[src/rtl/pipe_ctrl.sv]
// Pipeline controller: merges stall sources, branch and exception redirects into per-stage
// stall/flush vectors, with a post-exception PC hold FSM and a stall watchdog.
module pipe_ctrl #(
  parameter int unsigned              NUM_STAGES = 6,
  parameter int unsigned              NUM_REQ    = 4,
  parameter logic [3*NUM_REQ-1:0]     REQ_STAGE  = {3'd3, 3'd3, 3'd2, 3'd2},
  parameter int unsigned              BR_FLUSH   = 1,
  parameter int unsigned              HOLD_CYC   = 2,
  parameter int unsigned              WDOG_MAX   = 255
) (
  input  logic                  clk,
  input  logic                  rst,
  input  logic [NUM_REQ-1:0]    stallreq,
  input  logic                  flush_req,
  input  logic [31:0]           flush_pc,
  input  logic                  excp_req,
  input  logic [31:0]           excp_vector,
  output logic [NUM_STAGES-1:0] stall,
  output logic [NUM_STAGES-1:0] flush,
  output logic                  new_pc_valid,
  output logic [31:0]           new_pc,
  output logic                  hold_busy,
  output logic                  stall_timeout
);

  typedef enum logic [0:0] {StIdle, StHold} state_e;

  state_e     state_q, state_d;
  logic [7:0] hold_cnt_q, hold_cnt_d;
  logic [7:0] wdog_cnt_q, wdog_cnt_d;
  logic       timeout_q, timeout_d;

  logic                  any_req;
  int unsigned           max_stage;
  logic [NUM_STAGES-1:0] merge_stall, merge_flush;
  logic                  req_stall;

  // Deepest requested stall stage wins; everything up to it holds, the next stage gets a bubble.
  always_comb begin
    any_req     = 1'b0;
    max_stage   = 0;
    merge_stall = '0;
    merge_flush = '0;
    for (int unsigned i = 0; i < NUM_REQ; i++) begin
      if (stallreq[i]) begin
        any_req = 1'b1;
        if (32'(REQ_STAGE[3*i +: 3]) > max_stage) max_stage = 32'(REQ_STAGE[3*i +: 3]);
      end
    end
    if (any_req) begin
      for (int unsigned j = 0; j < NUM_STAGES; j++) begin
        merge_stall[j] = (j <= max_stage);
        merge_flush[j] = (j == max_stage + 1);
      end
    end
  end

  // Only stalls that actually originate from stallreq feed the watchdog.
  assign req_stall = any_req && !excp_req && !flush_req;

  always_comb begin
    stall         = merge_stall;
    flush         = merge_flush;
    new_pc_valid  = 1'b0;
    new_pc        = 32'h0;
    hold_busy     = (state_q == StHold);
    stall_timeout = timeout_q;
    if (state_q == StHold) begin
      stall[0] = 1'b1;
      flush[1] = 1'b1;
    end
    if (excp_req) begin
      stall        = '0;
      flush        = '0;
      for (int unsigned j = 1; j < NUM_STAGES - 1; j++) flush[j] = 1'b1;
      new_pc_valid = 1'b1;
      new_pc       = excp_vector;
    end else if (flush_req) begin
      // Flushed stages and the PC are released; deeper stalled stages stay held.
      for (int unsigned j = 0; j <= BR_FLUSH; j++) begin
        stall[j] = 1'b0;
        if (j != 0) flush[j] = 1'b1;
      end
      new_pc_valid = 1'b1;
      new_pc       = flush_pc;
    end
    // Outputs are combinational from inputs, so force them quiet while reset is held.
    if (rst) begin
      stall         = '0;
      flush         = '0;
      new_pc_valid  = 1'b0;
      new_pc        = 32'h0;
      hold_busy     = 1'b0;
      stall_timeout = 1'b0;
    end
  end

  always_comb begin
    state_d    = state_q;
    hold_cnt_d = hold_cnt_q;
    unique case (state_q)
      StIdle: begin
        if (excp_req && HOLD_CYC > 0) begin
          state_d    = StHold;
          hold_cnt_d = 8'(HOLD_CYC - 1);
        end
      end
      StHold: begin
        if (excp_req) begin
          hold_cnt_d = 8'(HOLD_CYC - 1);
        end else if (hold_cnt_q == 8'd0) begin
          state_d = StIdle;
        end else begin
          hold_cnt_d = hold_cnt_q - 8'd1;
        end
      end
      default: state_d = StIdle;
    endcase
  end

  always_comb begin
    wdog_cnt_d = 8'd0;
    if (req_stall) begin
      wdog_cnt_d = (wdog_cnt_q == 8'(WDOG_MAX)) ? wdog_cnt_q : wdog_cnt_q + 8'd1;
    end
    timeout_d = timeout_q | (wdog_cnt_d == 8'(WDOG_MAX));
  end

  always_ff @(posedge clk or posedge rst) begin
    if (rst) begin
      state_q    <= StIdle;
      hold_cnt_q <= 8'd0;
      wdog_cnt_q <= 8'd0;
      timeout_q  <= 1'b0;
    end else begin
      state_q    <= state_d;
      hold_cnt_q <= hold_cnt_d;
      wdog_cnt_q <= wdog_cnt_d;
      timeout_q  <= timeout_d;
    end
  end

endmodule

[config.mk]
export PLATFORM = sky130hd
export DESIGN_NAME = pipe_ctrl
export DESIGN_NICKNAME = d
export VERILOG_FILES = /design/src/rtl/pipe_ctrl.sv
export SDC_FILE = /design/constraint.sdc
export NUM_CORES = 1
export LEC_CHECK = 0
export CAP_MARGIN = 15
export CORE_MARGIN = 4
export CORE_UTILIZATION = 60
export CTS_CLUSTER_SIZE = 12
export DETAILED_ROUTE_END_ITERATION = 6
export DONT_BUFFER_PORTS = 1
export HOLD_SLACK_MARGIN = 0.02
export PLACE_DENSITY = 0.75
export SLEW_MARGIN = 20
export SYNTH_ARGS = -nofsm -noshare
export SYNTH_HDL_FRONTEND = slang
export SYNTH_SLANG_ARGS = --single-unit
[constraint.sdc]
create_clock -name clk -period 2.6 [get_ports clk]
set_input_delay 0.26 -clock clk [delete_from_list [all_inputs] [get_ports clk]]
set_output_delay 0.26 -clock clk [all_outputs]
set_load 0.01 [all_outputs]
==> reports/qor.log <==
qor: cts.cts-htree-levels 1
qor: global_routing.grt_pass1_wl 6672 µm
qor: worst_setup_path.crit_top_cell buf_4
qor: final_layout.final_core_util 0.6505
qor: cts.clock_sink_count 18
qor: sta.finalHoldWorstSlack 0.1259 ns
qor: route.ant_nets 0
qor: die.top_level_ports 119
qor: route.met2WireLength 2139 µm
qor: sta.timing.final.max_slew_violations 0
qor: global_routing.antenna_found_initial 0
qor: route.avgRoutedWirePerCell 23.44 µm
qor: logic_synthesis.top_area_cells_in_the_synthesized_netlist dfrtp_1 32%, a22o_1 20%, a21oi_1 4.0%
qor: route.detailroute.wirelength.met3 375 µm
qor: run_status.outcome finished, final reports clean
qor: worst_setup_path.cpPeakStageDelay 0.55 ns
qor: cts.postCtsSetupBuffers 0
qor: worst_setup_path.family_of_cells_with_the_greatest_summed_delay_on_the_critical_path buffers and inverters
qor: worst_setup_path.critical_path.max_fanout 32
qor: sta.rsz0062_at_grt false
qor: sta.final-setup-viol-count 0
qor: route.drt-vias-per-instance 7.127
qor: final_layout.final_cells 189
qor: worst_setup_path.crit_arrival 1.91 ns
qor: power.max-vdd-ir-drop 0.5427 mV
qor: route.drt_pre_antenna_iters 4
qor: worst_setup_path.critPathRequiredTime 2.34 ns
qor: logic_synthesis.yosysWarnings 0
qor: cts.clk_path_buf_depth 2
qor: die.core.rowCount 17
qor: logic_synthesis.netlist-cell-type-count 35
qor: route.detailroute.via_count 1347
qor: sta.fin_crit_sh 0.8351
qor: die.floorplan.initialDensity 0.6284
qor: die.dieHeight 56.14 µm
qor: place.gp_congestion 0.8111
qor: sta.worst_margin_pin_slew 0.8315 ns
qor: global_routing.maximum_number_of_pins_on_one_net_before_global_route_repair 33
qor: route.wl 4431 µm
qor: cts.cts_tree done
qor: worst_setup_path.setup.worst_path.end_class primary output
qor: global_routing.global_route.usage.total 0.2704
qor: cts.cts-buffers-inserted 3
qor: final_layout.drive_above_1_share 0.07453
qor: sta.skew 0.0003157 ns
qor: worst_hold_path.min_path_type input port to flip-flop
qor: job.timing.max_cap.violations 0
qor: worst_setup_path.levels_on_crit_path 6
qor: worst_setup_path.reg2reg_slack 0.69 ns
qor: worst_setup_path.crit_start_category input port
qor: worst_setup_path.critPathSlowestCell dlygate4sd3_1
qor: sta.slew_headroom 0.4313
qor: sta.period_needed 2.171 ns
qor: sta.achievable-frequency 0.4606 GHz
qor: logic_synthesis.synthTopCellsByCount 32 x a22o_1, 18 x dfrtp_1, 11 x a21oi_1, 11 x nor2_1, 10 x clkbuf_1
qor: route.drt-met1-wl 1830 µm
qor: cts.clock_latency 0.30 ns
qor: cts.cts-root-buf clkbuf_4
qor: power.p_leak 0.6041 nW
qor: global_routing.grt_overflow 0
qor: global_routing.grt_pass1_vias 1246
qor: cts.cts.clk_slew.worst_paths 0.11 ns
qor: final_layout.finish.net_count 238
qor: route.drt-initial-drc-count 52
qor: die.core 2212 µm²
qor: logic_synthesis.synth.largest_area_cell dfrtp_1
qor: logic_synthesis.yosys_register_bits 18
qor: worst_setup_path.path_cells dlygate4sd3_1 > inv_1 > buf_4 > and3_1 > buf_4 > a22o_1
qor: worst_setup_path.crit_type input port to primary output
qor: worst_hold_path.holdPathStages 2
qor: sta.final-hold-violation-count 0
qor: final_layout.synthToLayoutAreaGrowth 3.510%
qor: final_layout.antenna_cells_inserted 0
qor: die.die_area 3151 µm²
qor: logic_synthesis.synth_top_area_share 0.3240
qor: place.place.detailed.hpwl 3625 µm
qor: logic_synthesis.yosysSeqAreaShare 0.3240
qor: route.highest-signal-layer met4
qor: logic_synthesis.syn-mean-instance-area 8.476 µm²
qor: logic_synthesis.synthFlopType dfrtp_1
qor: power.pwr_density_cell 683.0 nW/µm²
qor: sta.setup_tns 0 ns
qor: logic_synthesis.post_synth_instance_area 1390 µm²
qor: die.die_w 56.14 µm
qor: place.post-place-cells 184
qor: logic_synthesis.synth.most_common_cell a22o_1
qor: logic_synthesis.ys_async_sr_fraction 1.000
qor: place.port-buffer-count 0
qor: logic_synthesis.synth-edff-count 0
qor: final_layout.layout.filler_cells 192
qor: worst_setup_path.crit_buf_inv 4
qor: worst_setup_path.reg2regPathDepth 5
qor: logic_synthesis.synthesis.instances 164
qor: route.route.detailed.drc 0
cell families (layout without fill, tap and decap cells):
logic type,Yosys count,count (layout),share of synthesized area
xor+xnor,3,3,0.01891
flops,18,18,0.3240
simple gates,53,53,0.2115
buf+inv,24,18,0.07651
other cells,1,4,0.002698
fa+ha+maj,3,3,0.02701
compound gates,62,62,0.3393
layer usage:
layer | global-route usage | vias to the layer above
met3 | 0.09977 | 9
met4 | 0.09153 | 0
met2 | 0.4274 | 64
li1 | - | 621
met1 | 0.3381 | 653
met5 | 0 | -
metrics by stage:
| stage | power [W] | cell area (µm²) | setup WS [ns] |
|---|---|---|---|
| finish | 0.0009828 | 1439 | 0.4288 |
| global route | 0.001055 | 1439 | 0.3261 |
| CTS | 0.0009759 | 1439 | 0.4287 |
| detailed placement | 0.0008316 | 1396 | 0.7365 |
| global placement | 0.0008081 | 1396 | 0.7752 |
| floorplan | 0.0007490 | 1401 | 0.7927 |
flip-flops by register name, indices dropped and copies added, names as in the netlist:
register / cells
timeout_q: 1
hold_cnt_q: 8
state_q: 1
wdog_cnt_q: 8
cell type report:
cell class | instances | area [µm²] | share of cell area
multi-input combinational | 125 | 847.1 | 0.5887
sequential | 18 | 450.4 | 0.3130
timing repair buffer | 6 | 50.05 | 0.03478
tap | 28 | 35.03 | 0.02435
inverter | 9 | 33.78 | 0.02348
clock buffer | 3 | 22.52 | 0.01565
final timing paths:
kind                                from             to
setup / recovery                     rst      new_pc[8]
hold / removal                  excp_req  hold_cnt_q[0]
setup reg to reg           hold_cnt_q[4]  hold_cnt_q[0]
hold reg to reg                timeout_q      timeout_q
max in group asynchronous            rst  wdog_cnt_q[5]
min in group asynchronous            rst        state_q
layout by cell type, fill, tap and decap left out, types with 2 or more instances in the layout:
cell type and n:
xnor2_1 2, inv_1 9, o21ai_0 7, nor3b_1 2, dfrtp_1 18, nand2b_1 3
ha_1 3, dlygate4sd3_1 2, conb_1 4, nor4_1 4, a31oi_1 2, nand4_1 2
o31ai_1 4, or4_1 4, and3_1 4, nor3_1 5, nand3_1 2, buf_4 4
a211oi_1 2, nor2_1 10, clkbuf_4 3, a22o_1 32, nand2_1 7, or3_1 4
a21oi_1 11
power by group:
group          switching [W]  internal [W]  leakage (nW)
combinational       0.000258      0.000193         0.351
clock              0.0000908     0.0000542        0.0138
sequential         0.0000504      0.000337         0.239
worst reg2reg max path, stage by stage, from the launching register on:
cell	delay, ns
dfrtp_1	0.40
or3_4	0.42
o41ai_2	0.53
buf_4	0.26
xnor2_1	0.13
nand2_1	0.07
what timing repair did:
action                    CTS  global route
resized for setup           0             0
hold buffers                2             0
hold endpoints to repair   25             0
(Power assumes the default switching activity.)
